$ cat src/rtl/fetch_inst_fifo_pkg.sv
// Shared types and constants for the fetch-to-decode instruction pair buffer.
// One packet carries a fetched pair with its PCs, prediction and exception metadata.
package fetch_inst_fifo_pkg;

  localparam logic [31:0] INST_NOP = 32'h0340_0000;
  localparam logic [6:0]  EXP_ADEF = 7'h08;

  typedef struct packed {
    logic [31:0] inst0;
    logic [31:0] inst1;
    logic [31:0] pc0;
    logic [31:0] pc1;
    logic [31:0] pc_next;
    logic        pc_taken;
    logic [31:0] badv;
    logic [1:0]  excp_flag;
    logic [6:0]  exception;
    logic [1:0]  priv_flag;
    logic [1:0]  branch_flag;
  } fetch_pkt_t;

  localparam int PKT_W = $bits(fetch_pkt_t);

  // Value decode sees when nothing is buffered.
  function automatic fetch_pkt_t idle_pkt();
    fetch_pkt_t p;
    p       = '0;
    p.inst0 = INST_NOP;
    p.inst1 = INST_NOP;
    return p;
  endfunction

endpackage

$ cat src/rtl/fetch_fifo_mem.sv
// Packet storage: one synchronous write port, one asynchronous read port.
// No reset; occupancy is tracked by the owning FIFO.
module fetch_fifo_mem
  import fetch_inst_fifo_pkg::*;
#(
  parameter int DEPTH = 8,
  parameter int PTR_W = $clog2(DEPTH)
) (
  input  logic             aclk,
  input  logic             we,
  input  logic [PTR_W-1:0] waddr,
  input  fetch_pkt_t       wdata,
  input  logic [PTR_W-1:0] raddr,
  output fetch_pkt_t       rdata
);

  fetch_pkt_t mem [DEPTH];

  always_ff @(posedge aclk) begin
    if (we) mem[waddr] <= wdata;
  end

  assign rdata = mem[raddr];

endmodule

$ cat src/rtl/fetch_inst_fifo.sv
// Instruction-pair buffer between fetch and decode: circular queue with
// registered full/empty, no bypass, flush discards everything.
module fetch_inst_fifo
  import fetch_inst_fifo_pkg::*;
#(
  parameter int DEPTH = 8,
  parameter int PTR_W = $clog2(DEPTH)
) (
  input  logic        aclk,
  input  logic        aresetn,
  input  logic        flush,
  input  logic        if_readygo,
  output logic        fifo_allowin,
  input  logic [31:0] if_inst0,
  input  logic [31:0] if_inst1,
  input  logic [31:0] if_pc0,
  input  logic [31:0] if_pc1,
  input  logic [31:0] if_pc_next,
  input  logic        if_pc_taken,
  input  logic [31:0] if_badv,
  input  logic [1:0]  if_excp_flag,
  input  logic [6:0]  if_exception,
  input  logic [1:0]  if_priv_flag,
  input  logic [1:0]  if_branch_flag,
  output logic        fifo_readygo,
  input  logic        id_allowin,
  output logic [31:0] fifo_id_inst0,
  output logic [31:0] fifo_id_inst1,
  output logic [31:0] fifo_id_pc0,
  output logic [31:0] fifo_id_pc1,
  output logic [31:0] fifo_id_pc_next,
  output logic        fifo_id_pc_taken,
  output logic [31:0] fifo_id_badv,
  output logic [1:0]  fifo_id_excp_flag,
  output logic [6:0]  fifo_id_exception,
  output logic [1:0]  fifo_id_priv_flag,
  output logic [1:0]  fifo_id_branch_flag
);

  logic [PTR_W-1:0] wr_ptr, rd_ptr;
  logic [PTR_W:0]   count;
  logic             full, empty, push, pop, clr;
  fetch_pkt_t       wr_pkt, rd_pkt, head;

  assign full  = (count == (PTR_W+1)'(DEPTH));
  assign empty = (count == '0);
  assign clr   = ~aresetn | flush;

  // Handshakes depend only on registered occupancy, never on the far side's ready.
  assign push = if_readygo & ~full;
  assign pop  = ~empty & id_allowin;

  always_ff @(posedge aclk) begin
    if (clr) begin
      wr_ptr <= '0;
      rd_ptr <= '0;
      count  <= '0;
    end else begin
      if (push) wr_ptr <= wr_ptr + 1'b1;
      if (pop)  rd_ptr <= rd_ptr + 1'b1;
      case ({push, pop})
        2'b10:   count <= count + 1'b1;
        2'b01:   count <= count - 1'b1;
        default: count <= count;
      endcase
    end
  end

  assign wr_pkt = '{inst0: if_inst0, inst1: if_inst1, pc0: if_pc0, pc1: if_pc1,
                    pc_next: if_pc_next, pc_taken: if_pc_taken, badv: if_badv,
                    excp_flag: if_excp_flag, exception: if_exception,
                    priv_flag: if_priv_flag, branch_flag: if_branch_flag};

  fetch_fifo_mem #(.DEPTH(DEPTH), .PTR_W(PTR_W)) u_mem (
    .aclk  (aclk),
    .we    (push & ~clr),
    .waddr (wr_ptr),
    .wdata (wr_pkt),
    .raddr (rd_ptr),
    .rdata (rd_pkt)
  );

  assign head = empty ? idle_pkt() : rd_pkt;

  assign fifo_allowin        = ~full;
  assign fifo_readygo        = ~empty;
  assign fifo_id_inst0       = head.inst0;
  assign fifo_id_inst1       = head.inst1;
  assign fifo_id_pc0         = head.pc0;
  assign fifo_id_pc1         = head.pc1;
  assign fifo_id_pc_next     = head.pc_next;
  assign fifo_id_pc_taken    = head.pc_taken;
  assign fifo_id_badv        = head.badv;
  assign fifo_id_excp_flag   = head.excp_flag;
  assign fifo_id_exception   = head.exception;
  assign fifo_id_priv_flag   = head.priv_flag;
  assign fifo_id_branch_flag = head.branch_flag;

endmodule

$ cat config.mk
export PLATFORM = sky130hd
export DESIGN_NAME = fetch_inst_fifo
export DESIGN_NICKNAME = d
export VERILOG_FILES = /design/src/rtl/fetch_inst_fifo_pkg.sv /design/src/rtl/fetch_fifo_mem.sv /design/src/rtl/fetch_inst_fifo.sv
export SDC_FILE = /design/constraint.sdc
export NUM_CORES = 1
export LEC_CHECK = 0
export CAP_MARGIN = 40
export CORE_MARGIN = 2
export CORE_UTILIZATION = 61
export CTS_BUF_LIST = sky130_fd_sc_hd__clkbuf_8
export DETAILED_ROUTE_END_ITERATION = 8
export GPL_ROUTABILITY_DRIVEN = 0
export MAX_ROUTING_LAYER = met4
export PLACE_DENSITY_LB_ADDON = 0.1
export SYNTH_ARGS = -nofsm -noshare
export SYNTH_HDL_FRONTEND = slang
export SYNTH_SLANG_ARGS = --single-unit
$ cat constraint.sdc
create_clock -name aclk -period 22.9 [get_ports aclk]
set_input_delay 2.29 -clock aclk [delete_from_list [all_inputs] [get_ports aclk]]
set_output_delay 2.29 -clock aclk [all_outputs]
set_load 0.005 [all_outputs]
==> impl_metrics.json, run 1 <==
{
  "outcome": "finished, final reports clean",
  "antenna_found_initial": 25,
  "synth-edff-count": 1648,
  "worst_ep_arrival_time_ps": 5110,
  "cts.sinks": 1661,
  "synth_compound_area_share_pct": 0.07117,
  "critical_path.max_fanout": 43,
  "crit_path_start_kind": "register",
  "cts_resized": 0,
  "post-route-drc-count": 0,
  "synthCells": 2689,
  "multi_input_area_sq_um": 12550,
  "ys.flop_type": "edfxtp_1",
  "min_path_cells": 2,
  "tightest_slew_ps": 1094,
  "p_comb_share_pct": 4.1,
  "holdBufCountCts": 0,
  "wire_per_inst_microns": 27.12,
  "finalHoldWorstSlack_ps": 496.6,
  "muxShareOfSynthArea_pct": 17.92,
  "wl_mm": 132.7,
  "reg2reg_depth": 6,
  "drt_iter0_drc": 2622,
  "cts_max_path_buffers": 4,
  "grt_max_degree": 143,
  "row_count": 118,
  "crit_required_ps": 20610,
  "n_fill_cell": 6021,
  "worstSetupPathType": "reg2out",
  "grt_pass1_wl_mm": 198.4,
  "setup_viol": 0,
  "vias": 29620,
  "p_clk_share_pct": 38.4,
  "yosysTopAreaCell": "edfxtp_1",
  "hp-start": "rd_ptr[1]",
  "r2r-start": "count[0]",
  "drive_above_1_share_pct": 23.45,
  "ff_latch_area_sq_um": 49760,
  "synthXorXnorAreaFrac_pct": 0.08303,
  "grt_pass1_vias": 31900,
  "nets": 3542,
  "ios": 419,
  "synth-async-reset-ratio_pct": 0,
  "syn_area_sq_um": 63290,
  "cp-end-kind": "primary output",
  "hpwl_mm": 73.93,
  "core_area_sq_um": 103200,
  "cts_setup_buffers": 0,
  "cpPeakStageDelay_ps": 660,
  "numCtsBuffers": 280,
  "vias_per_cell": 6.054,
  "seqPwrFrac_pct": 57.5,
  "fp.dieW_microns": 326.1,
  "syn_avg_cell_area_sq_um": 23.54,
  "portBuffers": 418,
  "yosysSeqAreaShare_pct": 78.60,
  "power_density_nw_per_um2": 79.06,
  "synth-adder-area-share_pct": 0.1305,
  "insertion_delay_ps": 900,
  "swShare_pct": 20.49,
  "dieArea_sq_um": 106400,
  "min_path_type": "reg2reg",
  "die_y_microns": 326.1,
  "path_buf_inv": 7,
  "finClkSkew_ps": 47.50,
  "internal_power_w": 0.004654,
  "ys_ff_latch": 1661,
  "yosys.area_share.simple_pct": 1.528,
  "grt_setup_unrepaired": "no",
  "h-tree-depth": 5,
  "p_leak_nw": 22.64,
  "initial_core_util_pct": 61.33,
  "fin_crit_sh_pct": 32.33,
  "dr.pass1.iters": 5,
  "relSlewSlack_pct": 27.05,
  "slew_viol_final": 0,
  "cts_tree": "yes",
  "synth_top_cells_by_area": "edfxtp_1 78%, mux4_2 15%, mux2i_1 3.3%",
  "drv_cap": 0,
  "cp_cell_sequence": "buf_12 > buf_4 > buf_16 > buf_4 > buf_4 > buf_16 > mux4_2 > mux2i_1 > nor2_1 > clkdlybuf4s50_1",
  "placed_area_sq_um": 69300,
  "grtUsageTotal_pct": 26.20,
  "ir_drop_mv": 0.05580,
  "critical-path-top-delay-family": "buffers and inverters",
  "synth_top_family_by_area": "multiplexers",
  "min_period_ps": 7403,
  "detail-route-antenna-nets": 0,
  "fin_area_sq_um": 74030,
  "synthDistinctLibCells": 31,
  "worstReg2RegEnd": "u_mem.mem[5][98]",
  "setup-tns-final_ps": 0,
  "grt_overflow_total": 0,
  "reg2reg_slack_ps": 18730,
  "area_delta_synth_final_pct": 16.97,
  "p_sw_w": 0.001199,
  "synth_fp_nets": 2906,
  "clk_pin_slew_ps": 60,
  "fmax_mhz": 135.1,
  "yosys_warnings": 0,
  "cpMaxStageDelayCell": "buf_4",
  "path_common_cell": "buf_4",
  "netlist.area_leader.share_pct": 78.19,
  "finalHoldViolCount": 0,
  "cts_root_buf": "clkbuf_8"
}
==> layout by cell type, fill, tap and decap left out, types with 9 or more instances in the layout <==
cell type,count
clkinv_2,19
clkinv_1,52
buf_16,19
clkbuf_8,288
dfxtp_1,10
buf_4,48
inv_1,81
buf_12,9
nor2_1,211
nand2_1,11
mux2i_1,206
mux4_2,412
edfxtp_1,1648
diode_2,24
clkdlybuf4s50_1,418
==> worst register-to-register path, delay by kind of cell, from the launching register on <==
family / cells / cell delay (ps)
buffers and inverters: 3 / 1890
DFF: 1 / 470
and+or+nand+nor: 3 / 1360
==> power groups by stage <==
stage	sequential (W)	clock (W)	combinational, W
after floorplan	0.00343	0	0.0000946
after global placement	0.00343	0	0.000235
after detailed placement	0.00343	0	0.000245
after CTS	0.00336	0.00231	0.000246
after global routing	0.00336	0.00244	0.000261
final	0.00336	0.00225	0.000242
==> final cells by class <==
type / instances / share of cell area (%)
Clock buffer: 288 / 5.354
Multi-Input combinational cell: 883 / 16.96
Inverter: 5 / 0.02535
Clock inverter: 157 / 0.9498
Tap cell: 1380 / 2.332
Timing Repair Buffer: 494 / 7.088
Sequential cell: 1661 / 67.21
Antenna cell: 24 / 0.08112
==> cells in the mapped netlist (all sizes together), types with 2 or more instances <==
cell,n
mux2i,206
inv,5
dfxtp,13
nand3,5
buf,108
ha,5
clkbuf,32
edfxtp,1648
a21oi,5
nand2,12
nor2,217
mux4,412
nor3,2
nand2b,3
xor2,6
==> state kept, by name (all words and copies together), names as in the netlist, named ones only <==
name / flops
u_mem.mem: 1648
rd_ptr: 3
wr_ptr: 3
count: 4
==> worst max-delay path by stage <==
stage,startpoint,end,slack [ps],cells after the start
6_report,register,fifo_id_pc_next[12],15500,10
4_1_cts,register,fifo_id_pc_next[30],15250,10
2_1_floorplan,flush,u_mem.mem[0][0],5200,3
3_5_place_dp,register,fifo_id_pc_next[30],16270,10
3_3_place_gp,register,fifo_id_pc_next[30],15620,7
5_1_grt,register,fifo_id_pc_next[30],15040,10
==> kinds of logic (layout without fill, tap and decap cells) <==
group	after synthesis	count (layout)
fa+ha+maj	6	6
compound gates	8	8
xor+xnor	6	6
buf+inv	145	944
flops	1661	1661
simple gates	245	245
mux	618	618
other cells	0	24
==> routing by layer <==
layer  track usage, %  vias to the layer above  routed length [microns]  share of wire [%]
met5                -                        -                        0                  0
met4            7.894                        0                     2797                2.1
met3            6.150                      189                     9285                7.0
met2            42.32                     1036                    68480                 52
met1            33.65                    15800                    52110                 39
li1                 -                    12600                        -                  -
==> through the flow <==
stage	total power [W]	worst slack [ps]	utilization, %	std cells
4_1_cts	0.005916	15250	71.68	4868
6_report	0.005853	15500	71.73	4892
3_3_place_gp	0.003662	15620	66.55	4399
2_1_floorplan	0.003528	5195	-	2689
3_5_place_dp	0.003673	16270	67.15	4423
5_1_grt	0.006061	15040	71.73	4892
Note: power is estimated with default switching activity, not from simulation.
==> inputs of run 2 (changes only) <==
--- a/config.mk
+++ b/config.mk
@@ -7,7 +7,7 @@
 export LEC_CHECK = 0
 export CAP_MARGIN = 40
 export CORE_MARGIN = 2
-export CORE_UTILIZATION = 61
+export CORE_UTILIZATION = 55
 export CTS_BUF_LIST = sky130_fd_sc_hd__clkbuf_8
 export DETAILED_ROUTE_END_ITERATION = 8
 export GPL_ROUTABILITY_DRIVEN = 0
==> constraint.sdc (replaced) <==
create_clock -name aclk -period 6.6 [get_ports aclk]
set_input_delay 0.66 -clock aclk [delete_from_list [all_inputs] [get_ports aclk]]
set_output_delay 0.66 -clock aclk [all_outputs]
set_load 0.005 [all_outputs]
==> impl_metrics.json, run 2 (synthesis gave the netlist of run 1 again) <==
{
  "outcome": "finished, final reports clean",
  "fin_crit_sh_pct": 71.19,
  "power_density_nw_per_um2": 277.6,
  "drive_above_1_share_pct": 23.25,
  "min_path_type": "in2reg",
  "wl_mm": 134.5,
  "vias_per_cell": 5.789,
  "largest_reg_flops": 1648,
  "fmax_mhz": 212.8,
  "finClkSkew_ps": 34.31,
  "ir_drop_mv": 0.2136,
  "drv_cap": 0,
  "p_leak_nw": 22.56,
  "clk_pin_slew_ps": 60,
  "total_power_w": 0.02058,
  "relSlewSlack_pct": 37.69,
  "setup_viol": 0,
  "hpwl_mm": 71.77,
  "antenna_found_initial": 32,
  "post-route-drc-count": 0,
  "grt_setup_unrepaired": "no",
  "h-tree-depth": 5,
  "crit_required_ps": 5940,
  "grt_pass1_vias": 31480,
  "dr.pass1.iters": 5,
  "dieArea_sq_um": 117800,
  "wire_per_inst_microns": 26.66,
  "cts_root_buf": "clkbuf_8",
  "mostFrequentLayoutCells": "1648 x edfxtp_1, 418 x clkdlybuf4s50_1, 412 x mux4_2",
  "grt_max_degree": 117,
  "highest_layer": "met4",
  "wl_met2_mm": 67.38,
  "reg_top3": "u_mem.mem: 1648 flops, count: 4 flops",
  "grt_pass1_wl_mm": 198.0,
  "core_area_sq_um": 114200,
  "p_comb_share_pct": 4.0,
  "holdBufCountCts": 0,
  "met3WireLength_mm": 9.189,
  "min_period_ps": 4699,
  "fin_util_pct": 64.92,
  "cp-end-kind": "primary output",
  "regMostFlops": "u_mem.mem",
  "cts_max_path_buffers": 4,
  "finalHoldViolCount": 0,
  "fp.dieW_microns": 343.2,
  "detail-route-antenna-nets": 0,
  "met1Wirelength_mm": 55.29,
  "portBuffers": 418,
  "cts_tree": "yes",
  "worstSetupPathType": "reg2out",
  "die_y_microns": 343.2,
  "slew_viol_final": 0,
  "grtUsageTotal_pct": 23.79,
  "final_common_cell": "edfxtp_1",
  "internal_power_w": 0.01630,
  "ios": 419,
  "grt_overflow_total": 0,
  "swShare_pct": 20.83,
  "critical_path.max_fanout": 37,
  "insertion_delay_ps": 910,
  "row_count": 124,
  "p_clk_share_pct": 39.3,
  "cts_setup_buffers": 0,
  "initial_core_util_pct": 55.43,
  "seqPwrFrac_pct": 56.7,
  "tightest_slew_ps": 934.6,
  "area_delta_synth_final_pct": 17.13,
  "numCtsBuffers": 284,
  "drt_iter0_drc": 2375,
  "cts_resized": 0,
  "worst_ep_arrival_time_ps": 4040,
  "p_sw_w": 0.004287,
  "vias": 29220,
  "crit_path_start_kind": "register",
  "cts.sinks": 1661,
  "nets": 3523
}
## run 2: power groups by stage
stage | registers (W) | logic, W | clock network (W)
final | 0.0117 | 0.000827 | 0.00808
after global routing | 0.0117 | 0.000894 | 0.00879
after CTS | 0.0117 | 0.000842 | 0.00832
after floorplan | 0.0119 | 0.000329 | 0
after detailed placement | 0.0119 | 0.000839 | 0
after global placement | 0.0119 | 0.000815 | 0
## run 2: layer usage
| metal | GRT usage (%) | vias up |
|---|---|---|
| met4 | 7.314 | 0 |
| met5 | - | - |
| met3 | 6.012 | 186 |
| met2 | 37.72 | 920 |
| met1 | 30.72 | 15520 |
| li1 | - | 12600 |
## run 2: area by class of cell
class | count | area [sq um]
diodes | 34 | 85.08
inverters | 5 | 18.77
clock buffers | 287 | 3950
well taps | 1512 | 1892
multi-input cells | 883 | 12560
fillers | 7610 | 40050
flip-flops and latches | 1661 | 49760
repair buffers | 471 | 4910
clock inverters | 194 | 955.9
## run 2: final timing paths
| kind | slack, ps | cells past startpoint | to | startpoint |
|---|---|---|---|---|
| worst max-delay path | 1900 | 5 | fifo_id_inst1[30] | register |
| worst min-delay path | 420 | 3 | register | id_allowin |
| worst max register to register | 3190 | 11 | count[3] | count[1] |
| worst min register to register | 490 | 2 | register | rd_ptr[1] |
## run 2: stage by stage
step	hold slack (ps)	cells	setup slack (ps)	TNS, ps	area [sq um]
after global placement	458.5	4529	2771	0	69070
after CTS	319.7	5013	1752	0	74050
after global routing	412.5	5044	1625	0	74130
final	419.3	5047	1901	0	74130
after detailed placement	478.4	4532	2754	0	69140
after floorplan	454.1	2689	-485.8	-522890	63330
## run 2: critical path, stage by stage, from the launching register on
cell	delay (ps)
dfxtp_4	890
buf_4	620
mux4_2	570
mux2i_1	460
nor2_1	110
clkdlybuf4s50_1	480
